### config.mk
export PLATFORM = sky130hd
export DESIGN_NAME = dyt_ex_mem_latch
export DESIGN_NICKNAME = d
export VERILOG_FILES = /design/src/rtl/dyt_ex_mem_latch_pkg.sv /design/src/rtl/dyt_ex_mem_latch_skid.sv /design/src/rtl/dyt_ex_mem_latch.sv
export SDC_FILE = /design/constraint.sdc
export NUM_CORES = 1
export LEC_CHECK = 0
export CORE_ASPECT_RATIO = 0.5
export CORE_MARGIN = 2
export CORE_UTILIZATION = 42
export CTS_CLUSTER_DIAMETER = 200
export DETAILED_ROUTE_END_ITERATION = 8
export GPL_TIMING_DRIVEN = 0
export MAX_ROUTING_LAYER = met4
export PLACE_DENSITY = 0.87
export SKIP_CTS_REPAIR_TIMING = 1
export SLEW_MARGIN = 10
export SYNTH_ARGS = -nofsm -noshare
export SYNTH_HDL_FRONTEND = slang
export SYNTH_SLANG_ARGS = --single-unit
### constraint.sdc
create_clock -name clk -period 2.5 [get_ports clk]
set_input_delay 0.5 -clock clk [delete_from_list [all_inputs] [get_ports clk]]
set_output_delay 0.5 -clock clk [all_outputs]
set_load 0.03 [all_outputs]
### src/rtl/dyt_ex_mem_latch_pkg.sv
// Shared types for the execute-to-memory boundary: branch encodings, the
// EX/MEM payload record and the skid buffer occupancy states.
package dyt_ex_mem_latch_pkg;

    localparam int EXM_WORD_W = 32;
    localparam int EXM_REG_AW = 5;

    typedef enum logic [2:0] {
        BR_NONE = 3'd0,
        BR_BEQ  = 3'd1,
        BR_BNE  = 3'd2,
        BR_BLT  = 3'd3,
        BR_BGE  = 3'd4,
        BR_BLTU = 3'd5,
        BR_BGEU = 3'd6,
        BR_JUMP = 3'd7
    } br_type_t;

    typedef struct packed {
        logic [EXM_WORD_W-1:0] result;
        logic [EXM_REG_AW-1:0] rd;
        logic                  reg_wen;
        logic                  mem_ren;
        logic                  mem_wen;
        logic [EXM_WORD_W-1:0] store_data;
    } exmem_t;

    typedef enum logic [1:0] {
        SB_EMPTY = 2'd0,
        SB_MAIN  = 2'd1,
        SB_FULL  = 2'd2
    } skid_state_t;

    // Conditional branches never write a register; JUMP is the link case.
    function automatic logic is_cond_branch(input br_type_t br);
        return (br == BR_BEQ) || (br == BR_BNE) || (br == BR_BLT) ||
               (br == BR_BGE) || (br == BR_BLTU) || (br == BR_BGEU);
    endfunction

endpackage

### src/rtl/dyt_ex_mem_latch_skid.sv
// Generic 2-entry valid/ready skid buffer; both in_ready and out_valid are
// registered so no combinational path runs from out_ready to in_ready.
module dyt_skid_buf
    import dyt_ex_mem_latch_pkg::*;
#(
    parameter int W = 8
) (
    input  logic         clk,
    input  logic         rst,
    input  logic         flush,
    input  logic         in_valid,
    output logic         in_ready,
    input  logic [W-1:0] in_data,
    output logic         out_valid,
    input  logic         out_ready,
    output logic [W-1:0] out_data
);

    skid_state_t  state;
    logic [W-1:0] skid_data;
    logic         accept;
    logic         release_out;

    assign accept      = in_valid & in_ready & ~flush;
    assign release_out = out_valid & out_ready;

    always_ff @(posedge clk) begin
        if (rst) begin
            state     <= SB_EMPTY;
            in_ready  <= 1'b1;
            out_valid <= 1'b0;
            out_data  <= '0;
            skid_data <= '0;
        end else if (flush) begin
            // A same-cycle release still completes downstream; the buffer just empties.
            state     <= SB_EMPTY;
            in_ready  <= 1'b1;
            out_valid <= 1'b0;
        end else begin
            case (state)
                SB_EMPTY: begin
                    if (accept) begin
                        out_data  <= in_data;
                        out_valid <= 1'b1;
                        state     <= SB_MAIN;
                    end
                end
                SB_MAIN: begin
                    if (accept && release_out) begin
                        out_data <= in_data;
                    end else if (accept) begin
                        skid_data <= in_data;
                        in_ready  <= 1'b0;
                        state     <= SB_FULL;
                    end else if (release_out) begin
                        out_valid <= 1'b0;
                        state     <= SB_EMPTY;
                    end
                end
                SB_FULL: begin
                    if (release_out) begin
                        out_data <= skid_data;
                        in_ready <= 1'b1;
                        state    <= SB_MAIN;
                    end
                end
                default: begin
                    state     <= SB_EMPTY;
                    in_ready  <= 1'b1;
                    out_valid <= 1'b0;
                end
            endcase
        end
    end

endmodule

### src/rtl/dyt_ex_mem_latch.sv
// EX/MEM pipeline boundary: resolves branches at accept, emits a one-cycle
// fetch redirect, and queues the ALU result through a 2-entry skid buffer.
module dyt_ex_mem_latch
    import dyt_ex_mem_latch_pkg::*;
#(
    parameter int WORD_W = EXM_WORD_W,
    parameter int REG_AW = EXM_REG_AW
) (
    input  logic              clk,
    input  logic              rst,
    input  logic              flush,
    input  logic              ex_valid,
    output logic              ex_ready,
    input  logic [WORD_W-1:0] alu_port_out,
    input  logic              alu_zero,
    input  logic [WORD_W-1:0] ex_pc,
    input  logic [2:0]        ex_br_type,
    input  logic [WORD_W-1:0] ex_br_target,
    input  logic [REG_AW-1:0] ex_rd,
    input  logic              ex_reg_wen,
    input  logic              ex_mem_ren,
    input  logic              ex_mem_wen,
    input  logic [WORD_W-1:0] ex_store_data,
    output logic              mem_valid,
    input  logic              mem_ready,
    output logic [WORD_W-1:0] mem_result,
    output logic [REG_AW-1:0] mem_rd,
    output logic              mem_reg_wen,
    output logic              mem_mem_ren,
    output logic              mem_mem_wen,
    output logic [WORD_W-1:0] mem_store_data,
    output logic              redirect_valid,
    output logic [WORD_W-1:0] redirect_pc
);

    br_type_t br;
    logic     taken;
    logic     accept;
    exmem_t   in_entry;
    exmem_t   out_entry;

    assign br     = br_type_t'(ex_br_type);
    assign accept = ex_valid & ex_ready & ~flush;

    always_comb begin
        taken = 1'b0;
        case (br)
            BR_BEQ:  taken = alu_zero;
            BR_BNE:  taken = ~alu_zero;
            BR_BLT,
            BR_BLTU: taken = alu_port_out[0];
            BR_BGE,
            BR_BGEU: taken = ~alu_port_out[0];
            BR_JUMP: taken = 1'b1;
            default: taken = 1'b0;
        endcase
    end

    always_comb begin
        in_entry            = '0;
        in_entry.result     = (br == BR_JUMP) ? (ex_pc + WORD_W'(4)) : alu_port_out;
        in_entry.rd         = ex_rd;
        in_entry.reg_wen    = ex_reg_wen & ~is_cond_branch(br);
        in_entry.mem_ren    = ex_mem_ren;
        in_entry.mem_wen    = ex_mem_wen;
        in_entry.store_data = ex_store_data;
    end

    // Redirect fires the cycle after accept regardless of MEM backpressure.
    always_ff @(posedge clk) begin
        if (rst) begin
            redirect_valid <= 1'b0;
            redirect_pc    <= '0;
        end else begin
            redirect_valid <= accept & taken;
            if (accept && taken) begin
                redirect_pc <= ex_br_target;
            end
        end
    end

    dyt_skid_buf #(
        .W($bits(exmem_t))
    ) u_skid (
        .clk      (clk),
        .rst      (rst),
        .flush    (flush),
        .in_valid (ex_valid),
        .in_ready (ex_ready),
        .in_data  (in_entry),
        .out_valid(mem_valid),
        .out_ready(mem_ready),
        .out_data (out_entry)
    );

    assign mem_result     = out_entry.result;
    assign mem_rd         = out_entry.rd;
    assign mem_reg_wen    = out_entry.reg_wen;
    assign mem_mem_ren    = out_entry.mem_ren;
    assign mem_mem_wen    = out_entry.mem_wen;
    assign mem_store_data = out_entry.store_data;

endmodule

Yosys cells after proc, flatten, opt, wreduce, memory -nomap -nowiden:

Index checks and enable logic that the tools add are counted.

* $add $sub $neg: 1
* equal/unequal tests: 17
* mux-type cells: 21
* bitwise operators: 12
* reductions and logical operators: 17

Operators by type and width (number)
* 72-bit 2-to-1 mux: 3
* 72-bit one-hot mux with 3 select lines: 1
* 32-bit by 3-bit adder with 32-bit output, second input constant: 1
* 32-bit 2-to-1 mux: 1
* 3-bit == test, second input constant: 4
* 4-bit AND reduction: 3
* 2-bit 2-to-1 mux: 5
* 5-bit AND reduction: 2
* 2-bit != test, second input constant: 4
* 1-bit 2-to-1 mux: 7
* 1-bit inverter: 7
* 3-bit by 2-bit == test with 1-bit output, second input constant: 2
* 2-bit by 1-bit != test with 1-bit output, second input constant: 3
* 1-bit one-hot mux with 3 select lines: 2
* 2-bit one-hot mux with 3 select lines: 1
* 2-bit OR reduction: 3
* 1-bit AND: 5
* 1-bit logical OR: 5
* 1-bit one-hot mux with 5 select lines: 1
* 3-bit by 1-bit == test with 1-bit output, second input constant: 1
* 3-bit by 2-bit != test with 1-bit output, second input constant: 1
* 3-bit nonzero test: 1
* 2-bit by 1-bit == test with 1-bit output, second input constant: 1
* 2-bit == test, second input constant: 1
* other kinds (2): 3

* register bits after elaboration: 181
* input port bits: 145
* output and inout port bits: 107
* word-level logic and storage cells: 75

Depth between registers and ports, before layout:

* word-level depth: 10
* gate-level depth with buffers: 8
* mapped depth without buffers: 7

By module:

Synthesis repeated with hierarchy kept, for this count alone.

* cell total of the unflattened synthesis: 937
* area total of the unflattened synthesis: 8518.2 um^2

Modules (own cells, without submodules)
* dyt_skid_buf: times used 1, cells an instance 670, area an instance 6416.2 um^2, seq. area each 2962.8 um^2
* dyt_ex_mem_latch: times used 1, cells an instance 267, area an instance 2102.0 um^2, seq. area each 660.6 um^2

Worst setup path after synthesis:

Ideal clock, no wire load.

* path type: input -> register
* from: input ex_pc[2]
* to: register u_skid.out_data[68]
* setup time: 0.079 ns
* arrival time: 2.387 ns
* required time: 2.421 ns
* slack: 0.034 ns
* cell stages on the path: 8
* buffers on the path: 1
* path through: ha_1 -> nand4_4 -> or4_1 -> buf_2 -> or4_1 -> nand3_1 -> o211ai_1 -> a211oi_2

* cells in the longest elaborated chain, start to end: 4
* elaborated cells on any way between the ends: 5
* classes of those cells: add/sub: 1; mux: 4

Ends and longest elaborated chain
* start, declared: line dyt_ex_mem_latch.sv:16 `input logic [WORD_W-1:0] ex_pc,`
* 32-bit by 3-bit adder with 32-bit output *: line dyt_ex_mem_latch.sv:61 `in_entry.result = (br == BR_JUMP) ? (ex_pc + WORD_W'(4)) : alu_port_out;`
* 32-bit 2-to-1 mux *: line dyt_ex_mem_latch.sv:61
* 72-bit 2-to-1 mux (on tied branches): line dyt_ex_mem_latch_skid.sv:49, dyt_ex_mem_latch_skid.sv:42
* 72-bit one-hot mux with 3 select lines *: line dyt_ex_mem_latch_skid.sv:40 `case (state)`
* end signal, assigned: line dyt_ex_mem_latch_skid.sv:43 `out_data <= in_data;`
* end signal, assigned: line dyt_ex_mem_latch_skid.sv:50 `out_data <= in_data;`
* end signal, assigned: line dyt_ex_mem_latch_skid.sv:62 `out_data <= skid_data;`
* end, declared: line dyt_ex_mem_latch_skid.sv:16 `output logic [W-1:0] out_data`

Every way passes the cells marked *; elsewhere a longest branch is shown, timed or not. The select of a mux whose other input is x is not followed.
A chain may end at the register's enable or synchronous reset.

Worst setup path after layout:

* from: input ex_br_type[0]
* to: register redirect_pc[18]

* cells in the longest elaborated chain, start to end: 4
* elaborated cells on any way between the ends: 11
* classes of those cells: eq/ne: 7; mux: 1; reduce/logical: 3

Ends and longest elaborated chain
* start, declared: line dyt_ex_mem_latch.sv:17 `input logic [2:0] ex_br_type,`
* 3-bit == test or 3-bit by 2-bit == test with 1-bit output (tied branches): line dyt_ex_mem_latch.sv:47 `case (br)`
* 2-bit OR reduction: line dyt_ex_mem_latch.sv:47
* 1-bit one-hot mux with 5 select lines *: line dyt_ex_mem_latch.sv:47
* 1-bit logical AND *: line dyt_ex_mem_latch.sv:76 `if (accept && taken) begin`
* end signal, assigned: line dyt_ex_mem_latch.sv:77 `redirect_pc <= ex_br_target;`
* end, declared: line dyt_ex_mem_latch.sv:33 `output logic [WORD_W-1:0] redirect_pc`

Every way passes the cells marked *; elsewhere a longest branch is shown, timed or not.

==> results.sh <==
export IMPL_muxShareOfSynthArea_pct=4.788
export IMPL_dp_hpwl_mm=20.80
export IMPL_clk_latency_ps=430
export IMPL_grt_remaining_overflow=0
export IMPL_clkTransAtPathRegs_ps=80
export IMPL_ys_ff_latch=181
export IMPL_drv_cap=0
export IMPL_antenna_left=0
export IMPL_cts_made_buffers=17
export IMPL_cellPowerDensity_nw_per_um2=585.2
export IMPL_synth_simple_area_share_pct=23.14
export IMPL_synth_cells=1004
export IMPL_die_w_um=198.5
export IMPL_drt_iter0_markers=647
export IMPL_vdd_drop_max_mv=0.5403
export IMPL_cts_tree="done"
export IMPL_wl_mm=27.43
export IMPL_design_die_area_um2=20100
export IMPL_cts_path_max_buffers=2
export IMPL_yosysTopAreaCell="dfxtp_1"
export IMPL_synth_top_family_by_area="simple AND/OR/NAND/NOR gates"
export IMPL_wl_per_cell_um=17.73
export IMPL_hold_path_class="register to register"
export IMPL_layout_drive_gt1_share_pct=6.522
export IMPL_synth_xor_area_share_pct=1.433
export IMPL_syn_area_per_cell_um2=7.912
export IMPL_synth_edf_count=0
export IMPL_syn_to_final_growth_pct=45.16
export IMPL_final_period_utilization_pct=97.54
export IMPL_vias=8640
export IMPL_max_freq_mhz=410.1
export IMPL_hold_slack_ps=456.1
export IMPL_finalSetupViolCount=0
export IMPL_dr_pass1_iters=5
export IMPL_run_status="complete, no violations"
export IMPL_ys_flop_type="dfxtp_1"
export IMPL_fin_nets=1421
export IMPL_synthAdderAreaFrac_pct=0.1575
export IMPL_synth_compound_area_share_pct=20.63
export IMPL_clock_sinks=181
export IMPL_power_leakage_nw=4.307
export IMPL_slew_headroom_pct=50.49
export IMPL_fp_dieH_um=101.2
export IMPL_core_um2=18480
export IMPL_start_util_pct=42.99
export IMPL_syn_area_um2=7944
export IMPL_io_pins=252
export IMPL_yosysWarnings=0
export IMPL_yosysSeqAreaShare_pct=45.61
export IMPL_end_kind="register"
export IMPL_finalCriticalPeriod_ps=2438
export IMPL_diodes=0
export IMPL_tightest_slew_ps=742.6
export IMPL_utilization_pct=62.40
export IMPL_path_class="input port to register"
export IMPL_critPathMaxFanout=10
export IMPL_gp_congestion=0.9085
export IMPL_drc=0
export IMPL_cp_arrival_ps=2740
export IMPL_rows=35
export IMPL_gr_usage_all_layers_pct=27.22
export IMPL_routed_via_density=5.585
export IMPL_hold_viol_final=0
export IMPL_final_cells=1547
export IMPL_cp_start_kind="input port"
export IMPL_ctsHtreeMaxLevel=4
export IMPL_slew_viol_final=0
export IMPL_cts_root_buf="clkbuf_16"
export IMPL_port_buffers=250
export IMPL_cp_required_ps=2800
export IMPL_netlist_top_cells_area="dfxtp_1, nand2_1, nor2_1"
export IMPL_grt_max_degree=19
export IMPL_placed_cells=1513
export IMPL_finalClockSkew_ps=9.767
export IMPL_grt_first_pass_wirelength_mm=41.89
export IMPL_grt_pass1_vias=8185
export IMPL_grt_antenna_before_repair=0
export IMPL_synth_nets=1150
export IMPL_synth_cell_types=43
export IMPL_tns_ps=0
export IMPL_synth_async_reset_ratio_pct=0
export IMPL_yosysTopAreaCellShare_pct=45.61
[power breakdown]
| part | leakage [nW] | internal, mW | switching (mW) |
|---|---|---|---|
| sequential | 1.47 | 2.97 | 0.0500 |
| combinational | 2.55 | 0.488 | 0.573 |
| clock | 0.290 | 1.38 | 1.28 |
| total | 4.31 | 4.85 | 1.90 |
[critical path, cell delays in order]
cell,delay [ps]
clkdlybuf4s50_1,600
mux2i_1,130
a311oi_1,300
a21oi_1,60
or2_2,320
clkbuf_1,220
clkbuf_2,300
mux2i_1,240
nor2_1,70
[logic make-up after synthesis]
group / Yosys count
XOR/XNOR: 13
adder cells (fa/ha/maj): 1
AND/OR/NAND/NOR: 437
flip-flops: 181
multiplexers: 38
AO/OA/AOI/OAI: 247
buffers and inverters: 87
[per-layer routing]
metal	vias to the layer above	track usage (%)	share of wire (%)
li1	4088	-	-
met4	0	10.68	2.9
met3	67	4.962	7.5
met5	-	-	0
met1	4123	32.87	41
met2	362	45.61	48
[path summary, 6_finish.rpt]
kind	from	endpoint	slack [ps]	cells after the start
worst min register to register	u_skid.skid_data[2]$_SDFFE_PP0P_	u_skid.skid_data[2]$_SDFFE_PP0P_	460	2
worst min-delay path	u_skid.skid_data[2]$_SDFFE_PP0P_	u_skid.skid_data[2]$_SDFFE_PP0P_	460	2
worst max register to register	u_skid.state[1]$_SDFFE_PP0P_	u_skid.out_data[23]$_SDFFE_PP0P_	190	6
worst max-delay path	ex_br_type[0]	redirect_pc[18]$_SDFFE_PP0P_	60	9
[state kept, by name, indices dropped and copies added (netlist names)]
| signal | flops |
|---|---|
| u_skid.in_ready | 1 |
| u_skid.state | 2 |
| redirect_pc | 32 |
| u_skid.skid_data | 72 |
| u_skid.out_data | 72 |
| redirect_valid | 1 |
| u_skid.out_valid | 1 |
[area by class of cell]
class	instances	area, um2
buffer	81	367.9
clock buffer	19	452.9
clock inverter	13	131.4
fill	1573	6949
inverter	5	18.77
multi-input combinational	736	4053
sequential	181	3623
tap	259	324.1
timing repair buffer	253	2560
[cells in the final DEF (no fill, tap or decap), types with 6 or more instances in the layout]
master             n
clkbuf_2          25
or4_1              6
dfxtp_1          181
o21ai_0           12
nand2_1          213
o211ai_1          34
nor3_1            18
dlymetal6s2s_1    14
a21oi_1           98
nand3_1           19
a311oi_1          40
a211oi_1          44
clkbuf_16         17
clkdlybuf4s50_1  236
nor2_1           142
o31ai_1            6
mux2i_1           38
xnor2_1           11
clkbuf_1          46
[through the flow]
| stage | worst slack [ps] | area [um2] | total power, mW |
|---|---|---|---|
| global route | -19.06 | 11530 | 6.970 |
| floorplan | 33.87 | 7944 | 3.576 |
| finish | 61.50 | 11530 | 6.748 |
| detailed placement | -910.9 | 10770 | 4.125 |
| global placement | -766.5 | 10770 | 4.101 |
| CTS | -492.1 | 11350 | 6.750 |
[Yosys cell counts (2+ instances only)]
library cell and number:
a211o_1 2, a211oi_1 44, a21oi_1 98, a22oi_1 2, a311oi_1 40, a31oi_1 3, and2_1 2, and3_1 2
and4_1 5, buf_1 3, buf_2 2, clkbuf_1 76, dfxtp_1 181, inv_1 5, mux2i_1 38, nand2_1 213
nand3_1 21, nand3b_1 2, nand4_1 5, nor2_1 143, nor3_1 20, nor4_1 5, o211ai_1 34, o21ai_0 12
o31ai_1 6, or2_2 2, or3_1 6, or4_1 6, xnor2_1 11, xor2_1 2
Power figures use the tool's default switching activity.
==> edit, RTL diff (same flow settings) <==
The 3 states of `skid_state_t` get a one-hot encoding in 3 bits.
--- a/src/rtl/dyt_ex_mem_latch_pkg.sv
+++ b/src/rtl/dyt_ex_mem_latch_pkg.sv
@@ -27,6 +27,6 @@
 
-    typedef enum logic [1:0] {
-        SB_EMPTY = 2'd0,
-        SB_MAIN  = 2'd1,
-        SB_FULL  = 2'd2
+    typedef enum logic [2:0] {
+        SB_EMPTY = 3'b001,
+        SB_MAIN  = 3'b010,
+        SB_FULL  = 3'b100
     } skid_state_t;
Check against the original RTL: no difference found for any inputs over 4 cycles, from zero or initial values and one cycle with rst high; so few cycles prove little.
==> edit against the unedited design <==
Total power rose by 0.56%; final cell count rose by 1.0%; wire length rose by 3.2%; utilization rose by 0.41 points; design area rose by 1.6%; sequential cell count rose by 1; synthesized area rose by 2.0%; worst setup slack got worse by 0.022 ns; critical path type unchanged; largest power group unchanged; highest routed layer unchanged.
==> edit: results (changes against the unedited design) <==
| Metric | Value |
|---|---|
| Worst-path clk slew | 0.08 ns (about the same) |
| Starting DRT DRC Count | 638 (-1.4%) |
| Wirelength per Cell | 18.1 um (+2.2%) |
| Post-Syn Instances | 1,019 (+1.5%) |
| Gr usage total | 0.276 (+0.00346) |
| GPL Wtd Cong | 1.01 (+12%) |
| Top post-synthesis cells by count | nand2_1 (236), dfxtp_1 (182), nor2_1 (150) |
| DRT Pass-1 Iters | 5 (unchanged) |
| Synth area leaders | dfxtp_1 (45%), nand2_1 (11%), nor2_1 (6.9%) |
| Synth-to-Final Area Change | 44.5% |
| Placement Setup Slack | -0.877 ns (+0.0342 ns) |
| Placement Cell Area | 10,900 sq um (+1.3%) |
| Post-detail-place hpwl | 21,600 um (+4.0%) |
| Arrival time worst endpoint | 2.80 ns (+0.06 ns) |
| Status | complete, no violations |
| Fin cells | 1,563 (+1.0%) |
| First-pass GRT wire length | 42,900 um (+2.3%) |
| Largest net degree at the start of global routing | 18 (-1) |
| Fin. Hold Viols | 0 (unchanged) |
| Pleak | 4.34 nW (+0.85%) |
| DP Cell Count | 1,526 (+0.86%) |
| Syn nets | 1,165 (+1.3%) |
| Inserted Clock Buffers | 17 (unchanged) |
| Drt via density | 5.53 (-0.90%) |
| Vias in the first global route | 8,142 (-0.53%) |
| Layout Nets | 1,437 (+1.1%) |
| Class of the worst hold path | reg -> reg |
| Worst slew pin tran | 0.763 ns (+0.0202 ns) |
| IO Port Bufs | 248 (-0.80%) |
| Yosys cell types | 50 (+16%) |
| Clk_skew | 0.0111 ns (+0.00129 ns) |
| Worst VDD drop | 0.560 mV (+3.6%) |
| Ratio of cells with drive above 1 in the final layout | 0.0721 (+0.00687) |
| Post-synthesis sequential area ratio | 0.449 (-0.00668) |
| Filler Cell Count | 1,596 (+1.5%) |
==> edit: changes by cell type after synthesis, moves of 5 or more <==
cell / delta
a211oi_1: -26
nand2_1: +23
a21oi_1: -20
a311oi_1: +16
buf_2: +14
clkbuf_1: -12
o211ai_1: -11
nor3_1: -8
nor2_1: +7
nand3_1: -5
==> edit: final timing paths <==
check,startpoint,to,slack [ns],cells past startpoint
hold reg to reg,u_skid.skid_data[22]$_SDFFE_PP0P_,u_skid.skid_data[22]$_SDFFE_PP0P_,0.46,2
hold / removal,u_skid.skid_data[22]$_SDFFE_PP0P_,u_skid.skid_data[22]$_SDFFE_PP0P_,0.46,2
setup / recovery,ex_pc[12],u_skid.out_data[55]$_SDFFE_PP0P_,0.04,8
setup reg to reg,u_skid.state[2]$_SDFFE_PP0P_,u_skid.out_data[6]$_SDFFE_PP0P_,0.17,6
==> edit: critical path, cell delays in order <==
cell and delay (ns):
clkdlybuf4s50_1 0.58, nand2_4 0.11, or4_4 0.55, buf_6 0.17, or3_1 0.35, a31oi_4 0.21
nand2_1 0.10, a311oi_2 0.23
==> edit: power by group <==
group          switching (mW)  internal [mW]  total [mW]
Sequential             0.0493           2.98        3.03
Clock                    1.23           1.47        2.69
Combinational           0.572          0.488        1.06
==> edit: area by class of cell <==
class	instances	area share
inverters	7	0.00224
clock buffers	20	0.0390
plain buffers	79	0.0288
repair buffers	257	0.221
flip-flops and latches	182	0.311
clock inverters	12	0.0119
multi-input cells	747	0.359
well taps	259	0.0277
==> edit: layer usage <==
metal / GRT usage / wire, um / part of all wire / vias up
met5: - / 0 / 0 / -
met4: 0.0997 / 619 / 0.022 / 0
met3: 0.0593 / 2100 / 0.074 / 58
met2: 0.442 / 13200 / 0.46 / 374
met1: 0.348 / 12400 / 0.44 / 4115
li1: - / - / - / 4104
==> edit: kinds of logic after synthesis <==
group	count (synthesis)	synth area share
XOR/XNOR	17	0.0184
AO/OA/AOI/OAI	225	0.193
flip-flops	182	0.449
buffers and inverters	90	0.0451
multiplexers	42	0.0519
adder cells (fa/ha/maj)	1	0.00154
AND/OR/NAND/NOR	462	0.241
==> edit: metrics by stage <==
| stage | hold slack (ns) | TNS, ns | total power [mW] |
|---|---|---|---|
| after floorplan | 0.432 | 0 | 3.58 |
| after global placement | 0.442 | -53.20 | 4.11 |
| after detailed placement | 0.447 | -66.70 | 4.13 |
| after CTS | 0.456 | -11.03 | 6.78 |
| after global routing | 0.471 | -0.0777 | 7.01 |
| final | 0.457 | 0 | 6.79 |
